File: src/rtl/ctrl_pipe_nway_if.sv
// ctrl_pipe_nway_if: D-stage inputs, E-stage controls and E/M/W control outputs of the N-issue control pipeline
//   master: drives validD/opcodeD/func3D, stallE/flushE/redirect_vE/redirect_laneE; observes stage bundles
//   slave : the pipeline itself
interface ctrl_pipe_nway_if #(
    parameter int ISSUE_NUM = 4,
    parameter int CNT_W     = 5
);
    logic [ISSUE_NUM-1:0]   validD;
    logic [7*ISSUE_NUM-1:0] opcodeD;
    logic [3*ISSUE_NUM-1:0] func3D;
    logic                   stallE;
    logic                   flushE;
    logic                   redirect_vE;
    logic [2:0]             redirect_laneE;
    logic [ISSUE_NUM-1:0]   validE, regwriteE, memreadE, memwriteE, jalE, jalrE, branchE;
    logic [3*ISSUE_NUM-1:0] func3E;
    logic [ISSUE_NUM-1:0]   validM, regwriteM, memreadM, memwriteM;
    logic [3*ISSUE_NUM-1:0] RW_typeM;
    logic [ISSUE_NUM-1:0]   validW, regwriteW;
    logic [ISSUE_NUM-1:0]   illegalD;
    logic [CNT_W-1:0]       inflight_cnt;

    modport master (
        output validD, opcodeD, func3D, stallE, flushE, redirect_vE, redirect_laneE,
        input  validE, regwriteE, memreadE, memwriteE, jalE, jalrE, branchE, func3E,
               validM, regwriteM, memreadM, memwriteM, RW_typeM,
               validW, regwriteW, illegalD, inflight_cnt
    );
    modport slave (
        input  validD, opcodeD, func3D, stallE, flushE, redirect_vE, redirect_laneE,
        output validE, regwriteE, memreadE, memwriteE, jalE, jalrE, branchE, func3E,
               validM, regwriteM, memreadM, memwriteM, RW_typeM,
               validW, regwriteW, illegalD, inflight_cnt
    );
endinterface

File: src/rtl/ctrl_pipe_nway.sv
// ctrl_pipe_nway: N-lane decode in D and control-bundle pipeline through E/M/W; ports: clk, rst_n (async low), bus (slave)
module ctrl_pipe_nway #(
    parameter int ISSUE_NUM = 4,
    parameter int CNT_W     = 5
) (
    input  logic                  clk,
    input  logic                  rst_n,
    ctrl_pipe_nway_if.slave       bus
);
    localparam int N = ISSUE_NUM;

    typedef struct packed {
        logic [N-1:0]   v, rw, mr, mw, jal, jalr, br;
        logic [3*N-1:0] f3;
    } e_t;

    typedef struct packed {
        logic [N-1:0]   v, rw, mr, mw;
        logic [3*N-1:0] rwt;
    } m_t;

    typedef struct packed {
        logic [N-1:0] v, rw;
    } w_t;

    // {known, regwrite, memread, memwrite, branch, jal, jalr}
    function automatic logic [6:0] ctl(input logic [6:0] op);
        logic rw;
        rw = op inside {7'b0110011, 7'b0010011, 7'b0000011, 7'b1101111, 7'b1100111,
                        7'b0110111, 7'b0010111, 7'b0111011, 7'b0011011};
        return {rw || op == 7'b0100011 || op == 7'b1100011, rw,
                op == 7'b0000011, op == 7'b0100011, op == 7'b1100011,
                op == 7'b1101111, op == 7'b1100111};
    endfunction

    e_t             dec, e_d, e_q;
    m_t             m_d, m_q;
    w_t             w_d, w_q;
    logic [N-1:0]   known, keep;
    logic [CNT_W-1:0] cnt_d, cnt_q;

    always_comb begin
        dec   = '0;
        known = '0;
        for (int i = 0; i < N; i++) begin
            {known[i], dec.rw[i], dec.mr[i], dec.mw[i], dec.br[i], dec.jal[i], dec.jalr[i]} =
                ctl(bus.opcodeD[7*i +: 7]);
            dec.f3[3*i +: 3] = bus.func3D[3*i +: 3];
        end
        dec.v    = bus.validD;
        dec.rw   = dec.rw & bus.validD;
        dec.mr   = dec.mr & bus.validD;
        dec.mw   = dec.mw & bus.validD;
        dec.br   = dec.br & bus.validD;
        dec.jal  = dec.jal & bus.validD;
        dec.jalr = dec.jalr & bus.validD;
        for (int i = 0; i < N; i++) dec.f3[3*i +: 3] = bus.validD[i] ? dec.f3[3*i +: 3] : 3'b000;
    end

    assign e_d = (bus.flushE || bus.redirect_vE) ? '0 : bus.stallE ? e_q : dec;

    // A lane index at or beyond N kills nothing, since every lane index is below it.
    always_comb begin
        keep = '0;
        for (int i = 0; i < N; i++) keep[i] = !bus.stallE && (!bus.redirect_vE || i <= int'(bus.redirect_laneE));
        m_d    = '0;
        m_d.v  = e_q.v & keep;
        m_d.rw = e_q.rw & keep;
        m_d.mr = e_q.mr & keep;
        m_d.mw = e_q.mw & keep;
        for (int i = 0; i < N; i++) m_d.rwt[3*i +: 3] = (m_d.mr[i] || m_d.mw[i]) ? e_q.f3[3*i +: 3] : 3'b000;
        w_d   = '{v: m_q.v, rw: m_q.rw};
        cnt_d = '0;
        for (int i = 0; i < N; i++) cnt_d = cnt_d + CNT_W'(e_d.v[i]) + CNT_W'(m_d.v[i]) + CNT_W'(w_d.v[i]);
    end

    always_ff @(posedge clk or negedge rst_n) begin
        if (!rst_n) begin
            e_q   <= '0;
            m_q   <= '0;
            w_q   <= '0;
            cnt_q <= '0;
        end else begin
            e_q   <= e_d;
            m_q   <= m_d;
            w_q   <= w_d;
            cnt_q <= cnt_d;
        end
    end

    assign bus.illegalD     = bus.validD & ~known;
    assign bus.validE       = e_q.v;
    assign bus.regwriteE    = e_q.rw;
    assign bus.memreadE     = e_q.mr;
    assign bus.memwriteE    = e_q.mw;
    assign bus.jalE         = e_q.jal;
    assign bus.jalrE        = e_q.jalr;
    assign bus.branchE      = e_q.br;
    assign bus.func3E       = e_q.f3;
    assign bus.validM       = m_q.v;
    assign bus.regwriteM    = m_q.rw;
    assign bus.memreadM     = m_q.mr;
    assign bus.memwriteM    = m_q.mw;
    assign bus.RW_typeM     = m_q.rwt;
    assign bus.validW       = w_q.v;
    assign bus.regwriteW    = w_q.rw;
    assign bus.inflight_cnt = cnt_q;
endmodule

File: src/flat_wrapper.sv
// flat-port wrapper written by rule: the top's interface ports become plain ports
module ctrl_pipe_nway_flat 
#(
    parameter int ISSUE_NUM = 4,
    parameter int CNT_W     = 5
)
  (clk, rst_n, bus_validD, bus_opcodeD, bus_func3D, bus_stallE, bus_flushE, bus_redirect_vE, bus_redirect_laneE, bus_validE, bus_regwriteE, bus_memreadE, bus_memwriteE, bus_jalE, bus_jalrE, bus_branchE, bus_func3E, bus_validM, bus_regwriteM, bus_memreadM, bus_memwriteM, bus_RW_typeM, bus_validW, bus_regwriteW, bus_illegalD, bus_inflight_cnt);
  ctrl_pipe_nway_if #(.ISSUE_NUM(ISSUE_NUM), .CNT_W(CNT_W)) bus_i ();
  input  logic clk;
  input  logic rst_n;
  input wire logic [$bits(bus_i.validD)-1:0] bus_validD;
  input wire logic [$bits(bus_i.opcodeD)-1:0] bus_opcodeD;
  input wire logic [$bits(bus_i.func3D)-1:0] bus_func3D;
  input wire logic [$bits(bus_i.stallE)-1:0] bus_stallE;
  input wire logic [$bits(bus_i.flushE)-1:0] bus_flushE;
  input wire logic [$bits(bus_i.redirect_vE)-1:0] bus_redirect_vE;
  input wire logic [$bits(bus_i.redirect_laneE)-1:0] bus_redirect_laneE;
  output wire logic [$bits(bus_i.validE)-1:0] bus_validE;
  output wire logic [$bits(bus_i.regwriteE)-1:0] bus_regwriteE;
  output wire logic [$bits(bus_i.memreadE)-1:0] bus_memreadE;
  output wire logic [$bits(bus_i.memwriteE)-1:0] bus_memwriteE;
  output wire logic [$bits(bus_i.jalE)-1:0] bus_jalE;
  output wire logic [$bits(bus_i.jalrE)-1:0] bus_jalrE;
  output wire logic [$bits(bus_i.branchE)-1:0] bus_branchE;
  output wire logic [$bits(bus_i.func3E)-1:0] bus_func3E;
  output wire logic [$bits(bus_i.validM)-1:0] bus_validM;
  output wire logic [$bits(bus_i.regwriteM)-1:0] bus_regwriteM;
  output wire logic [$bits(bus_i.memreadM)-1:0] bus_memreadM;
  output wire logic [$bits(bus_i.memwriteM)-1:0] bus_memwriteM;
  output wire logic [$bits(bus_i.RW_typeM)-1:0] bus_RW_typeM;
  output wire logic [$bits(bus_i.validW)-1:0] bus_validW;
  output wire logic [$bits(bus_i.regwriteW)-1:0] bus_regwriteW;
  output wire logic [$bits(bus_i.illegalD)-1:0] bus_illegalD;
  output wire logic [$bits(bus_i.inflight_cnt)-1:0] bus_inflight_cnt;
  assign bus_i.validD = bus_validD;
  assign bus_i.opcodeD = bus_opcodeD;
  assign bus_i.func3D = bus_func3D;
  assign bus_i.stallE = bus_stallE;
  assign bus_i.flushE = bus_flushE;
  assign bus_i.redirect_vE = bus_redirect_vE;
  assign bus_i.redirect_laneE = bus_redirect_laneE;
  assign bus_validE = bus_i.validE;
  assign bus_regwriteE = bus_i.regwriteE;
  assign bus_memreadE = bus_i.memreadE;
  assign bus_memwriteE = bus_i.memwriteE;
  assign bus_jalE = bus_i.jalE;
  assign bus_jalrE = bus_i.jalrE;
  assign bus_branchE = bus_i.branchE;
  assign bus_func3E = bus_i.func3E;
  assign bus_validM = bus_i.validM;
  assign bus_regwriteM = bus_i.regwriteM;
  assign bus_memreadM = bus_i.memreadM;
  assign bus_memwriteM = bus_i.memwriteM;
  assign bus_RW_typeM = bus_i.RW_typeM;
  assign bus_validW = bus_i.validW;
  assign bus_regwriteW = bus_i.regwriteW;
  assign bus_illegalD = bus_i.illegalD;
  assign bus_inflight_cnt = bus_i.inflight_cnt;
  ctrl_pipe_nway #(.ISSUE_NUM(ISSUE_NUM), .CNT_W(CNT_W)) u_core (.clk(clk), .rst_n(rst_n), .bus(bus_i));
endmodule
File: config.mk
export PLATFORM = sky130hd
export DESIGN_NAME = ctrl_pipe_nway_flat
export DESIGN_NICKNAME = d
export VERILOG_FILES = /design/src/rtl/ctrl_pipe_nway_if.sv /design/src/rtl/ctrl_pipe_nway.sv /design/src/flat_wrapper.sv
export SDC_FILE = /design/constraint.sdc
export NUM_CORES = 1
export LEC_CHECK = 0
export CORE_MARGIN = 5
export CORE_UTILIZATION = 47
export DETAILED_ROUTE_END_ITERATION = 8
export PLACE_DENSITY = 0.86
export SYNTH_ARGS = -nofsm -noshare
export SYNTH_HDL_FRONTEND = slang
export SYNTH_SLANG_ARGS = --single-unit
File: constraint.sdc
create_clock -name clk -period 9.55 [get_ports clk]
set_input_delay 1.91 -clock clk [delete_from_list [all_inputs] [get_ports clk]]
set_output_delay 1.91 -clock clk [all_outputs]
set_load 0.05 [all_outputs]
==> impl_metrics.csv <==
group,metric,value,unit
worst_setup_path,path_max_fanout,4,
cts,cts_tree,"yes",
detailed_routing,routedWlPerCell,17.1,µm
detailed_routing,routed_via_density,5.17,
grt,grt_antenna_before_repair,0,
pwr,p_leak,2.25,nW
cts,htree_levels,3,
worst_hold_path,holdCritPathClass,"reg -> reg",
pwr,p_comb_share,13.0,%
synth,ys_warn_count,0,
sta,slew_viol_final,0,
synth,synth_nets,343,
detailed_routing,drt_iter0_markers,100,
synth,synthMuxAreaShare,0,%
floorplan,core_area,7140,µm²
pwr,vdd_drop_max,0.000104,V
worst_hold_path,holdPathEnd,"u_core.bus.regwriteW[3]$_DFF_PN0_",
detailed_routing,drc_errors,0,
grt,grt_usage,20.9,%
sta,skew,0.0105,ns
layout,syn2layout_area_growth,48.8,%
sta,finalCritPeriodShare,63.3,%
worst_setup_path,critPathCaptureType,"output pin",
sta,slew_headroom,28.3,%
synth,syn_area,3400,µm²
layout,layout-drive-gt1-share,6.12,%
sta,rsz0062_at_grt,"no",
floorplan,die_h,95.1,µm
synth,synth-edff-count,0,
worst_setup_path,cp_data_arrival_time,4.14,ns
cts,cts_setup_buffers,0,
pwr,clock_power_share,36.8,%
pwr,p_per_area,136,nW/µm²
detailed_routing,ant_nets,0,
pwr,swShare,26.9,%
worst_hold_path,hold_depth,0,
floorplan,start_util,47.7,%
layout,diodes,0,
cts,ctsResizeCount,0,
sta,hold_slack,0.383,ns
floorplan,io_pins,137,
synth,avgSynthCellArea,12.1,µm²
detailed_routing,finalWirelength,8.94,mm
worst_setup_path,ff2ff_path_depth,12,
cts,cts-root-buf,"clkbuf_8",
grt,grt-ovfl-total,0,
layout,fillerInstances,541,
pwr,p_int,0.000503,W
pwr,p_total,0.000687,W
synth,async_flop_share,100,%
floorplan,die_x,95.1,µm
sta,tightestPinTransition,1.06,ns
placed_design,dpl.hpwl,6.84,mm
sta,setup_ws,3.50,ns
worst_setup_path,rr_startpoint,"u_core.bus.validE[0]$_DFF_PN0_",
synth,synth-seq-area-share,58.9,%
pwr,sequentialPowerShare,50.2,%
cts,clock_latency,0.35,ns
synth,synth_compound_area_share,13.4,%
layout,final_nets,483,
grt,grt_max_degree,81,
placed_design,io_buffers,135,
synth,synth_top_family_by_area,"simple AND/OR/NAND/NOR gates",
cts,clkSinkCount,80,
synth,ys.flop_type,"dfrtp_1",
synth,synth_xor_area_share,0.258,%
placed_design,dpl_worst_slack,3.20,ns
cts,ctsHoldBuffers,0,
synth,synth_cell_types,45,
cts,cts_buffer_depth,2,
grt,grt_busiest_layer,"met2",
sta,fin_crit,6.05,ns
cts,clkSlewWorstSetupHoldPaths,0.08,ns
worst_setup_path,startpoint_type,"input port",
worst_hold_path,hold_start,"u_core.bus.regwriteM[3]$_DFF_PN0_",
grt,grt_first_pass_wirelength,14.4,mm
floorplan,die-area,9040,µm²
synth,synthAdderAreaFrac,5.59,%
pwr,p_sw,0.000184,W
flow_run,maxCapViolCount,0,
detailed_routing,firstDrtPassIters,4,
synth,netlist_instances,280,
cts,cts_buffers,9,
placed_design,gp_congestion,0.771,
grt,use_met1,26.2,%
sta,hold_viol_final,0,
sta,fmaxAchievable,165,MHz
sta,setup_tns,0,ns
detailed_routing,vias,2707,
worst_setup_path,r2r_slack,5.95,ns
grt,grt_util_met3,5.13,%
synth,synthSimpleGateAreaFrac,18.3,%
worst_setup_path,required,7.64,ns
run_status,status,"complete, no violations",
worst_setup_path,setup.worst_path.class,"in -> out",
worst_setup_path,r2r-end,"u_core.bus.inflight_cnt[1]$_DFF_PN0_",
grt,use_met2,35.1,%
sta,setup_viol,0,
floorplan,placementRows,31,
synth,ys_ff_latch,80,
grt,grt_pass1_vias,2890,
==> critical path, stage by stage <==
cell             delay [ns]
clkdlybuf4s50_1        0.50
nand3b_1               0.16
or4b_2                 0.68
o2111a_1               0.18
clkdlybuf4s50_1        0.70
==> per-stage QoR <==
stage	instance area (µm²)	std cells	utilization (%)
6_report	5060	524	70.9
2_1_floorplan	3400	280	-
4_1_cts	5060	524	70.9
5_1_grt	5060	524	70.9
3_5_place_dp	4860	508	68.1
3_3_place_gp	4860	508	68.1
==> cells in the mapped netlist (all sizes together) (5+ instances only) <==
cell type	instances	area share [%]
buf	5	0.77
dfrtp	80	59
a32o	9	2.6
inv	21	2.3
fa	7	4.1
nor2b	7	1.3
nand2	15	1.7
and2	26	4.8
a22o	19	4.9
nor3	12	1.8
nor2	10	1.1
o21ai	7	1.0
==> power by group through the flow <==
| stage | Clock, W | Combinational (W) | Sequential [W] |
|---|---|---|---|
| after floorplan | 0 | 0.0000265 | 0.000365 |
| after global placement | 0 | 0.0000881 | 0.000351 |
| after detailed placement | 0 | 0.0000900 | 0.000351 |
| after CTS | 0.000257 | 0.0000905 | 0.000345 |
| after global routing | 0.000274 | 0.0000969 | 0.000345 |
| final | 0.000253 | 0.0000896 | 0.000345 |
==> final cells by class <==
type	count	area (µm²)	share of cell area, %
Sequential cell	80	2000	39.6
Timing Repair Buffer	137	1360	27.0
Multi-Input combinational cell	171	1290	25.5
Clock buffer	9	124	2.45
Tap cell	99	124	2.45
Clock inverter	7	78.8	1.56
Inverter	21	78.8	1.56
==> layout by cell type, fill, tap and decap left out, drive strengths merged, types with 9 or more instances in the layout <==
master / count
inv: 24
clkdlybuf4s50: 134
a32o: 9
nor3: 12
dfrtp: 80
and2: 26
nand2: 15
nor2: 10
clkbuf: 9
a22o: 19
==> worst max-delay path by stage <==
stage               slack (ns)                              endpoint  cells after the start       startpoint
finish                    3.50                       bus_illegalD[3]                      5  bus_opcodeD[22]
global route              3.23  u_core.bus.inflight_cnt[1]$_DFF_PN0_                     11  bus_redirect_vE
CTS                       3.53                       bus_illegalD[3]                      5  bus_opcodeD[22]
detailed placement        3.20  u_core.bus.inflight_cnt[1]$_DFF_PN0_                     11  bus_redirect_vE
global placement          3.29  u_core.bus.inflight_cnt[1]$_DFF_PN0_                     11  bus_redirect_vE
floorplan                 4.03  u_core.bus.inflight_cnt[1]$_DFF_PN0_                     14       bus_stallE
==> per-layer routing <==
layer / vias to the layer above / wire (µm)
li1: 1277 / -
met1: 1314 / 3610
met2: 103 / 4610
met3: 13 / 552
met4: 0 / 169
met5: - / 0
==> cells by family (layout without fill, tap and decap cells) <==
kind of cell,Yosys count,after routing
simple gates,101,101
xor+xnor,1,1
flops,80,80
other cells,1,1
compound gates,57,57
buf+inv,29,174
fa+ha+maj,11,11
(Power assumes the default switching activity.)
